[src/rtl/uart_tx_param.sv]
// Parameterised UART transmitter: start bit, DATA_BITS payload (LSB first),
// optional odd/even parity bit, and one or two stop bits. Each bit is held
// for CLKS_PER_BIT clock cycles. The payload is accepted through a
// valid/ready handshake that is only open while the line is idle.
module uart_tx_param #(
    parameter int CLKS_PER_BIT = 434,
    parameter int DATA_BITS    = 8,
    parameter int PARITY       = 0,
    parameter int STOP_BITS    = 1
) (
    input  logic                 CLK,
    input  logic                 reset,
    input  logic [DATA_BITS-1:0] in_data,
    input  logic                 tx_valid,
    output logic                 tx_ready,
    output logic                 tx_serial,
    output logic                 done,
    output logic                 busy
);

    localparam int CNT_W = $clog2(CLKS_PER_BIT);
    localparam int IDX_W = $clog2(DATA_BITS + 1);

    localparam logic [CNT_W-1:0] CNT_MAX   = CNT_W'(CLKS_PER_BIT - 1);
    localparam logic [IDX_W-1:0] DATA_LAST = IDX_W'(DATA_BITS - 1);
    localparam logic [IDX_W-1:0] STOP_LAST = IDX_W'(STOP_BITS - 1);

    typedef enum logic [2:0] {
        IDLE  = 3'd0,
        START = 3'd1,
        DATA  = 3'd2,
        PAR   = 3'd3,
        STOP  = 3'd4
    } state_t;

    state_t               state;
    state_t               state_nxt;
    logic [CNT_W-1:0]     bit_cnt;
    logic [IDX_W-1:0]     bit_idx;
    logic [DATA_BITS-1:0] shift_reg;
    logic                 par_bit;
    logic                 done_r;
    logic                 bit_end;

    // Last clock cycle of the bit currently on the line.
    assign bit_end = (bit_cnt == CNT_MAX);

    // State register; reset abandons any frame in flight.
    always_ff @(posedge CLK) begin
        if (reset) begin
            state <= IDLE;
        end else begin
            state <= state_nxt;
        end
    end

    // Next-state logic: each state lasts until its bit (or bit group) ends.
    always_comb begin
        state_nxt = state;
        case (state)
            IDLE: begin
                if (tx_valid) begin
                    state_nxt = START;
                end
            end
            START: begin
                if (bit_end) begin
                    state_nxt = DATA;
                end
            end
            DATA: begin
                if (bit_end && (bit_idx == DATA_LAST)) begin
                    state_nxt = (PARITY != 0) ? PAR : STOP;
                end
            end
            PAR: begin
                if (bit_end) begin
                    state_nxt = STOP;
                end
            end
            STOP: begin
                if (bit_end && (bit_idx == STOP_LAST)) begin
                    state_nxt = IDLE;
                end
            end
            default: state_nxt = IDLE;
        endcase
    end

    // Bit timing, payload shifter, parity capture and the done pulse.
    // The payload and its parity are captured at acceptance so later
    // changes on in_data cannot affect the frame.
    always_ff @(posedge CLK) begin
        if (reset) begin
            bit_cnt   <= '0;
            bit_idx   <= '0;
            shift_reg <= '0;
            par_bit   <= 1'b0;
            done_r    <= 1'b0;
        end else begin
            done_r <= (state == STOP) && bit_end && (bit_idx == STOP_LAST);
            if (state == IDLE) begin
                bit_cnt <= '0;
                bit_idx <= '0;
                if (tx_valid) begin
                    shift_reg <= in_data;
                    par_bit   <= (PARITY == 1) ? ~(^in_data) : (^in_data);
                end
            end else if (bit_end) begin
                bit_cnt <= '0;
                case (state)
                    DATA: begin
                        shift_reg <= shift_reg >> 1;
                        bit_idx   <= (bit_idx == DATA_LAST) ? '0 : bit_idx + 1'b1;
                    end
                    STOP: begin
                        bit_idx <= (bit_idx == STOP_LAST) ? '0 : bit_idx + 1'b1;
                    end
                    default: begin
                    end
                endcase
            end else begin
                bit_cnt <= bit_cnt + 1'b1;
            end
        end
    end

    // Outputs decoded from the current state; the line idles high.
    always_comb begin
        tx_ready  = (state == IDLE);
        busy      = (state != IDLE);
        done      = done_r;
        tx_serial = 1'b1;
        case (state)
            START:   tx_serial = 1'b0;
            DATA:    tx_serial = shift_reg[0];
            PAR:     tx_serial = par_bit;
            default: tx_serial = 1'b1;
        endcase
    end

endmodule

[config.mk]
export PLATFORM = sky130hd
export DESIGN_NAME = uart_tx_param
export DESIGN_NICKNAME = d
export VERILOG_FILES = /design/src/rtl/uart_tx_param.sv
export SDC_FILE = /design/constraint.sdc
export NUM_CORES = 1
export LEC_CHECK = 0
export ABC_AREA = 1
export CAP_MARGIN = 20
export CORE_MARGIN = 2
export CORE_UTILIZATION = 46
export CTS_BUF_LIST = sky130_fd_sc_hd__clkbuf_2 sky130_fd_sc_hd__clkbuf_4 sky130_fd_sc_hd__clkbuf_8
export CTS_CLUSTER_DIAMETER = 40
export DETAILED_ROUTE_END_ITERATION = 7
export MAX_ROUTING_LAYER = met4
export PLACE_DENSITY_LB_ADDON = 0.12
export SLEW_MARGIN = 20
export SYNTH_ARGS = -nofsm -noshare
export SYNTH_HDL_FRONTEND = slang
export SYNTH_SLANG_ARGS = --single-unit
[constraint.sdc]
create_clock -name CLK -period 3.2 [get_ports CLK]
set_input_delay 0.8 -clock CLK [delete_from_list [all_inputs] [get_ports CLK]]
set_output_delay 0.8 -clock CLK [all_outputs]
set_load 0.02 [all_outputs]
Yosys cells after proc, flatten, opt, wreduce, memory -nomap -nowiden

Index checks and enable logic that the tools add are counted.
Widths: inputs -> output; s select.

Reductions and logical operators: 17
Add/subtract/negate cells: 2
Equality and inequality tests: 11
Multiplexer cells: 14

Operators with widths:

| kind                | count |
|---|---|
| $mux 8              | 4 |
| $mux 3              | 5 |
| $pmux 3 s5          | 1 |
| $ne 2x2->1 const B  | 5 |
| $add 9x1->9 const B | 1 |
| $eq 9x9->1 const B  | 1 |
| $mux 4              | 2 |
| $pmux 4 s2          | 1 |
| $reduce_xor 8->1    | 1 |
| $eq 3x2->1 const B  | 2 |
| $reduce_bool 2->1   | 3 |
| $reduce_and 5->1    | 1 |
| $add 4x1->4 const B | 1 |
| $eq 4x3->1 const B  | 1 |
| $logic_and 1x1->1   | 4 |
| $logic_not 4->1     | 1 |
| $reduce_and 2->1    | 2 |
| $eq 3x1->1 const B  | 1 |
| $eq 3x3->1 const B  | 1 |
| $logic_not 3->1     | 1 |
| $pmux 1 s3          | 1 |
| $reduce_and 3->1    | 1 |
| $reduce_bool 3->1   | 1 |
| $reduce_or 3->1     | 1 |
| $reduce_or 2->1     | 1 |

Register bits: 26
Word-level logic and storage cells: 50
Input port bits: 11

Longest topological paths before layout

Gate-level depths: netlist (run 1).

Depth in word-level cells: 4
Gate-level depth with buffers: 12

Least setup slack after synthesis (run 1)

No wires, ideal clock.

Path type: reg-to-output
Start: register state[1]
End: output port tx_serial
Path buffers: 0
Path slack: 1534 ps
Cell stages (with the launch flop): 6
Arrival: 866 ps
Cell sequence: dfxtp_1 -> inv_1 -> nand2_1 -> nand2_1 -> a31oi_1 -> nand2_1

Cells in the longest elaborated chain, start to end: 2

RTL lines:

| what                                     | RTL line | RTL |
|---|---|---|
| from (decl)                              | 36       | `state_t state;` |
| from (signal assigned)                   | 53       | `state <= state_nxt;` |
| $eq 3x2->1 or $eq 3x1->1 (tied branches) | 134      | `case (state)` |
| $pmux 1 s3 *                             | 134      |  |
| to (decl)                                | 16       | `output logic tx_serial,` |

Mark *: on every way between the ends. The rest lies on a longest branch, timed or not.

Worst setup path in the final report (run 1)

Start: register state[0]
End: output port tx_ready

Cells in the longest elaborated chain, start to end: 1

RTL lines:

| what            | RTL line | RTL |
|---|---|---|
| $logic_not 3->1 | 130      | `tx_ready = (state == IDLE);` |
| to (decl)       | 15       | `output logic tx_ready,` |

No other way between the ends.

==> results of run 1 <==
[layer usage]
layer / vias up / GRT usage
met1: 590 / 0.2574
li1: 715 / -
met3: 2 / 0.03151
met2: 15 / 0.2918
met5: - / -
met4: 0 / 0.06522
[cells in the mapped netlist, types with 2 or more instances]
master,n,area share
inv_2,4,0.0099
nor3_1,3,0.0099
nand2_4,6,0.045
nand2_2,2,0.0083
dfxtp_1,26,0.34
a21oi_1,14,0.046
xnor2_1,4,0.023
inv_1,22,0.055
nor2_4,3,0.022
xor2_1,3,0.017
nand2_1,63,0.16
nand3_1,20,0.066
nor3b_1,2,0.0099
o21ai_2,2,0.012
a31oi_1,2,0.0083
nor2_1,19,0.047
o21a_1,3,0.015
ha_1,4,0.033
buf_6,2,0.015
[cell type report]
class                           instances  share of cell area
Clock buffer                            3             0.01300
Clock inverter                          1             0.01733
Inverter                               27             0.05993
Multi-Input combinational cell        159              0.4968
Sequential cell                        26              0.3004
Tap cell                               44             0.03177
Timing Repair Buffer                   14             0.08087
[kinds of logic after synthesis]
logic type	count (synthesis)	synth area share
XOR/XNOR	7	0.04056
AO/OA/AOI/OAI	24	0.09437
buffers and inverters	30	0.08609
AND/OR/NAND/NOR	124	0.4015
adder cells (fa/ha/maj)	4	0.03311
flip-flops	26	0.3444
[per-stage QoR]
step | util | std cells | hold WS, ns | total power, W
final | 0.5630 | 274 | 0.4793 | 0.0006845
after detailed placement | 0.5459 | 270 | 0.4532 | 0.0004603
after CTS | 0.5630 | 274 | 0.4794 | 0.0006934
after global placement | 0.5459 | 270 | 0.4494 | 0.0004562
after global routing | 0.5630 | 274 | 0.4919 | 0.0007189
after floorplan | - | 215 | 0.4333 | 0.0004266
[worst max-delay path: stages, from the launching register on]
cell and delay [ns]:
dfxtp_1 0.42, nor2_4 0.16, nand2_4 0.13, inv_4 0.16
clkdlybuf4s50_1 0.62
[final timing paths]
kind	endpoint	from	slack, ns
max	tx_ready	state[0]	0.58
min	shift_reg[1]	shift_reg[1]	0.48
max reg2reg	shift_reg[6]	bit_cnt[0]	1.71
min reg2reg	shift_reg[1]	shift_reg[1]	0.48
[power by group]
group | internal [W] | switching, W | total [W] | leakage, nW
Combinational | 0.0000457 | 0.0000635 | 0.000109 | 0.580
Clock | 0.000127 | 0.000104 | 0.000231 | 0.0279
Sequential | 0.000335 | 0.00000908 | 0.000344 | 0.211
==> flow_summary.ini, run 1 <==
[outcome]
status = finished clean

[drt]
wl_met3_um = 71
first_pass_iters = 4
vias = 1322
met2_length_mm = 1.413
routed.top_layer = met4
ant_nets = 0
drt_iter0_markers = 91
routed_wl_mm = 2.993
viasPerCell = 4.825
wl_met1_mm = 1.493
wl_per_cell_um = 10.92
drc = 0

[timing]
fin_crit_sh = 0.8193
clock_skew_ns = 0.007703
period_minus_slack_ns = 2.622
final-max-slew-violation-count = 0
setup_ws_ns = 0.5781
tns_ns = 0
tightestPinTransition_ns = 0.5859
hold_violations = 0
fmax_mhz = 381.4
rsz0062_at_grt = false
setup_violations = 0
slew_headroom = 0.6082

[pwr]
power.density_nw_per_um2 = 395.0
p_leak_nw = 0.8191
ir_worst_vdd_mv = 0.2194

[clocking]
post_cts_resized = 0
cts_hold_buf = 0
clk_latency_ns = 0.33
cts.sinks = 26
ctsHtreeMaxLevel = 1
clk_path_buf_depth = 2
numCtsBuffers = 3
postCtsSetupBuffers = 0
clkTransAtPathRegs_ns = 0.14
cts_root_buffer = clkbuf_4
cts_tree = yes

[synth]
ys.flop_type = dfxtp_1
netlist_area_um2 = 1511
avgSynthCellArea_um2 = 7.030
synth_seq_cells = 26
ys_seq_area_frac = 0.3444
async_flop_share = 0
syn_inst = 215
synth.distinct_cells = 30
syn_nets = 230
synth_edf_count = 0
ys_warn_count = 0

[finish]
multi_input_area_um2 = 860.8
area_growth_pct = 14.65
largest_reg_flops = 9
final_cell_mix = nand2_1 (63), dfxtp_1 (26), inv_1 (22), nand3_1 (20), nor2_1 (19)
fillers = 314
register_area_um2 = 520.5
drive_gt1_frac = 0.1130
antenna_cells = 0
final_common_cell = nand2_1
stdcell_area_um2 = 1733
layout.nets = 246

[grt]
grt_overflow = 0
grt_pass1_wl_mm = 5.175
grt_usage = 0.1916
grt_max_degree = 16
grt_antenna_before_repair = 0
grt_pass1_vias = 1174

[setup_path]
r2r_cells = 10
start_kind = register
critPathKind = reg -> out
critPathMaxFanout = 11
cp.arrival_ns = 1.82
required_ns = 2.40
crit_path_end_kind = output port

[die]
rows = 20
die-area_um2 = 3760
core_um2 = 3078
io_pins = 15
chipHeight_um = 61.32
start_util = 0.4911
die_x_um = 61.32

[min_path]
hold_path.class = reg -> reg
hold_path_depth = 2

[placement]
post-place-ws_ns = 0.9407
hpwl_mm = 2.307
post_dp_cell_area_um2 = 1680
gp_congestion = 0.8158
portBuffers = 14

[flow_run]
drv_cap = 0
Power figures use the tool's default switching activity.
==> run 2: changes to the inputs <==
==> constraint.sdc (replaced) <==
create_clock -name CLK -period 2.26 [get_ports CLK]
set_input_delay 0.565 -clock CLK [delete_from_list [all_inputs] [get_ports CLK]]
set_output_delay 0.565 -clock CLK [all_outputs]
set_load 0.02 [all_outputs]
==> run 2 against run 1 <==
Clock skew up 0.0032 ns. Sequential share of layout area down 0.079 points. Non-clock buffer count up 1. Critical path depth up 2. Clock-buffer cell count unchanged. Combinational power up 40%. Die area unchanged. Via count up 0.68%. Flip-flop and latch count unchanged. Total power up 41%. Hold slack worse by 0.0043 ns. Critical path type unchanged. Largest cell class unchanged.
==> flow_summary.ini, run 2 (synthesis results as in run 1) <==
[outcome]
status = finished clean

[placement]
placed_cells = 271
hpwl_mm = 2.251
portBuffers = 14
gp_congestion = 0.8305

[grt]
grt_pass1_vias = 1180
grt_pass1_wl_mm = 5.050
grt_usage = 0.1833
grt_overflow = 0
grt_max_degree = 16
grt_antenna_before_repair = 0

[timing]
fmax_mhz = 479.9
period_minus_slack_ns = 2.084
clock_skew_ns = 0.01088
rsz0062_at_grt = false
tns_ns = 0
final-max-slew-violation-count = 0
setup_violations = 0
tightestPinTransition_ns = 0.3780
hold_violations = 0
holdWs_ns = 0.4751
slew_headroom = 0.7480
fin_crit_sh = 0.9221

[min_path]
hp-start = shift_reg[1]
hold_path.class = reg -> reg

[finish]
layout.nets = 247
drive_gt1_frac = 0.1212
final_cells = 275
largest_reg_flops = 9
final_common_cell = nand2_1
antenna_cells = 0
fillers = 320
area_growth_pct = 15.23
final_cell_mix = nand2_1 (63), dfxtp_1 (25), inv_1 (22), nand3_1 (20), nor2_1 (19)

[setup_path]
crit_buf_inv = 2
required_ns = 1.69
start_kind = register
cp.arrival_ns = 1.52
path_common_cell = nand2_1
critical_path.startpoint = state[1]
crit_chain = inv_1 -> nand2_1 -> nand2_1 -> a31oi_1 -> nand2_1 -> dlygate4sd2_1
crit_family = flip-flops
critPathMaxFanout = 4
crit_path_end_kind = output port
rr_startpoint = bit_cnt[0]
crit_path_top_delay_cell = dfxtp_1
critPathKind = reg -> out
critical-path-max-stage-delay_ns = 0.45

[pwr]
ir_worst_vdd_mv = 0.4131
swShare = 0.2574
power.density_nw_per_um2 = 555.0
p_sw_w = 0.0002489
finalPower_w = 0.0009666
p_comb_frac = 0.158
intPower_w = 0.0007178
seq_power_share = 0.504
clkPwrFrac = 0.338
p_leak_nw = 0.8372

[die]
core_um2 = 3078
chipHeight_um = 61.32
start_util = 0.4911
rows = 20
die-area_um2 = 3760
io_pins = 15
die_x_um = 61.32

[drt]
routed_wl_mm = 2.851
drc = 0
vias = 1331
drt_iter0_markers = 108
ant_nets = 0
first_pass_iters = 4
viasPerCell = 4.840
wl_per_cell_um = 10.37

[flow_run]
drv_cap = 0

[clocking]
clk_latency_ns = 0.33
clkTransAtPathRegs_ns = 0.14
clk_path_buf_depth = 2
cts.sinks = 26
cts_tree = yes
cts_root_buffer = clkbuf_4
ctsHtreeMaxLevel = 1
cts_hold_buf = 0
postCtsSetupBuffers = 0
numCtsBuffers = 3
[run 2: final timing paths]
kind / end / slack [ns] / cells after the start
setup / recovery: tx_serial / 0.18 / 6
hold / removal: shift_reg[1] / 0.48 / 2
setup reg to reg: shift_reg[7] / 0.81 / 10
hold reg to reg: shift_reg[1] / 0.48 / 2
[run 2: layout make-up]
cell class | count | area [um2] | area share
Inverter | 27 | 103.9 | 0.05963
Sequential cell | 26 | 521.8 | 0.2996
Clock inverter | 1 | 30.03 | 0.01724
Tap cell | 44 | 55.05 | 0.03161
Multi-Input combinational cell | 159 | 860.8 | 0.4943
Clock buffer | 3 | 22.52 | 0.01293
Timing Repair Buffer | 15 | 147.6 | 0.08477
[run 2: repair_timing]
item                                   in CTS  in global routing
setup endpoints to repair                   3                  1
resized for setup                           3                  1
endpoints found under the hold margin       0                  0
[run 2: stage by stage]
step	worst slack (ns)	instance area, um2	utilization
final	0.1761	1742	0.5659
after global routing	0.07294	1742	0.5659
after CTS	0.04998	1739	0.5650
after detailed placement	0.2352	1688	0.5484
after global placement	0.2745	1688	0.5484
after floorplan	0.8286	1511	-
[run 2: layer usage]
layer  wire [um]  track usage  up-vias
met4           8      0.04658        0
met3          99      0.03151        2
met2        1286       0.2796       21
met1        1456       0.2516      591
met5           0            -        -
li1            -            -      717
[run 2: power by group through the flow]
stage	Sequential (W)	Clock, W	Combinational [W]
2_1_floorplan	0.000491	0	0.000113
3_3_place_gp	0.000496	0	0.000153
3_5_place_dp	0.000497	0	0.000156
4_1_cts	0.000488	0.000337	0.000154
5_1_grt	0.000490	0.000361	0.000171
6_report	0.000488	0.000326	0.000153
[run 2: worst min-delay path, cell delays in order, from the launching register on]
cell and delay, ns:
dfxtp_1 0.34, nand2_1 0.06, a21oi_1 0.05
==> run 3: changes to the inputs <==
--- a/config.mk
+++ b/config.mk
@@ -10,7 +10,7 @@
 export CORE_MARGIN = 2
 export CORE_UTILIZATION = 46
 export CTS_BUF_LIST = sky130_fd_sc_hd__clkbuf_2 sky130_fd_sc_hd__clkbuf_4 sky130_fd_sc_hd__clkbuf_8
-export CTS_CLUSTER_DIAMETER = 40
+export CTS_CLUSTER_SIZE = 30
 export DETAILED_ROUTE_END_ITERATION = 7
 export MAX_ROUTING_LAYER = met4
 export PLACE_DENSITY_LB_ADDON = 0.12
==> constraint.sdc (replaced) <==
create_clock -name CLK -period 2.45 [get_ports CLK]
set_input_delay 0.6125 -clock CLK [delete_from_list [all_inputs] [get_ports CLK]]
set_output_delay 0.6125 -clock CLK [all_outputs]
set_load 0.02 [all_outputs]
==> run 3 against run 2 <==
Clock power shrank 7.7%. Critical path depth shrank 3. Clock-buffer cell count is the same. Routed wire length fell by 2.5%. Design area is 0.29% higher. Via count down 1.7%. Register-to-register slack better by 0.18 ns. Clock skew up 0.0034 ns. Cell count unchanged. Combinational power fell by 7%. Hold slack lost 0.0022 ns. Non-clock buffer count unchanged. Critical path type unchanged. Critical endpoint is now busy. Highest routed layer unchanged.
==> flow_summary.ini, run 3 (synthesis results as in run 1) <==
[die]
die-area_um2 = 3760
die_x_um = 61.32
core_um2 = 3078
io_pins = 15
rows = 20
chipHeight_um = 61.32
start_util = 0.4911

[pwr]
clkPwrFrac = 0.337
finalPower_w = 0.0008921
p_comb_frac = 0.159
swShare = 0.2557
power.density_nw_per_um2 = 510.7
seq_power_share = 0.504
p_leak_nw = 0.8332
p_sw_w = 0.0002281
ir_worst_vdd_mv = 0.2097
intPower_w = 0.0006640

[finish]
antenna_cells = 0
area_growth_pct = 15.56
final_cell_mix = nand2_1 (63), dfxtp_1 (25), inv_1 (22), nand3_1 (20), nor2_1 (19)
largest_reg_flops = 9
layout.nets = 247
fin_util = 0.5675
drive_gt1_frac = 0.1212
multi_input_area_um2 = 860.8
final_common_cell = nand2_1
fillers = 306
register_area_um2 = 521.8

[clocking]
clkTransAtPathRegs_ns = 0.16
postCtsSetupBuffers = 0
cts_tree = yes
clk_latency_ns = 0.33
clk_path_buf_depth = 2
numCtsBuffers = 3
cts.sinks = 26
cts_root_buffer = clkbuf_4
ctsHtreeMaxLevel = 1

[drt]
drc = 0
drt_iter0_markers = 69
wl_per_cell_um = 10.11
ant_nets = 0
viasPerCell = 4.760
vias = 1309
first_pass_iters = 4
routed_wl_mm = 2.780

[setup_path]
critical-path-max-stage-delay_ns = 0.64
critPathKind = reg -> out
required_ns = 1.84
start_kind = register
crit_chain = inv_2 -> nand2_4 -> clkdlybuf4s50_1
cp.arrival_ns = 1.64
crit_path_top_delay_cell = clkdlybuf4s50_1
critPathMaxFanout = 11
crit_path_end_kind = output port

[placement]
portBuffers = 14
post-place-ws_ns = 0.3741
hpwl_mm = 2.217
gp_congestion = 0.8353

[grt]
grt_pass1_wl_mm = 4.761
grt_antenna_before_repair = 0
grt_usage = 0.1742
grt_pass1_vias = 1141
grt_overflow = 0
grt_max_degree = 16

[outcome]
status = finished clean

[timing]
period_minus_slack_ns = 2.255
fmax_mhz = 443.5
clock_skew_ns = 0.01431
final-max-slew-violation-count = 0
slew_headroom = 0.7553
rsz0062_at_grt = false
tns_ns = 0
fin_crit_sh = 0.9202
setup_ws_ns = 0.1954
setup_violations = 0
holdWs_ns = 0.4729
tightestPinTransition_ns = 0.3670
hold_violations = 0

[min_path]
hold_path.class = reg -> reg

[flow_run]
drv_cap = 0
-- run 3: cell types whose count changed in the layout (fill, tap and decap cells not counted), sizes merged --
cell           change
dlygate4sd2        -2
clkdlybuf4s50      +1
dlymetal6s2s       +1
-- run 3: worst paths after layout --
kind,start,slack [ns],to,depth (start not counted)
max,state[2],0.20,busy,3
min reg2reg,shift_reg[4],0.47,shift_reg[4],2
min,shift_reg[4],0.47,shift_reg[4],2
max reg2reg,bit_cnt[0],0.99,shift_reg[6],10
-- run 3: power by group through the flow --
stage               Sequential, W  Clock [W]  Combinational, W
CTS                      0.000450   0.000311          0.000144
global placement         0.000458          0          0.000141
global route             0.000452   0.000329          0.000161
finish                   0.000450   0.000301          0.000142
floorplan                0.000453          0          0.000104
detailed placement       0.000459          0          0.000144
-- run 3: layout make-up --
class	count	area share
repair buffers	15	0.08739
multi-input cells	159	0.4928
well taps	44	0.03152
clock buffers	3	0.01289
flip-flops and latches	26	0.2987
inverters	27	0.05946
clock inverters	1	0.01719
-- run 3: worst max-delay path, delay by kind of cell, from the launching register on --
kind	cells	cell delay (ns)
simple gates	1	0.17
buf+inv	2	0.74
flops	1	0.41
-- run 3: timing repair --
item / CTS / global route
hold buffers: 0 / 0
cloned: 0 / 0
endpoints found under the setup margin: 2 / 2
resized for setup: 1 / 2
-- run 3: metal layers --
| metal | track usage | vias to the layer above | wire length [um] | part of all wire |
|---|---|---|---|---|
| li1 | - | 716 | - | - |
| met1 | 0.2291 | 576 | 1394 | 0.50 |
| met2 | 0.2705 | 14 | 1291 | 0.46 |
| met3 | 0.03151 | 3 | 67 | 0.024 |
| met4 | 0.05590 | 0 | 27 | 0.0097 |
| met5 | - | - | 0 | 0 |
-- run 3: through the flow --
step / area [um2] / instances
after floorplan: 1511 / 215
after global placement: 1688 / 271
after global routing: 1747 / 275
final: 1747 / 275
after CTS: 1742 / 275
after detailed placement: 1688 / 271
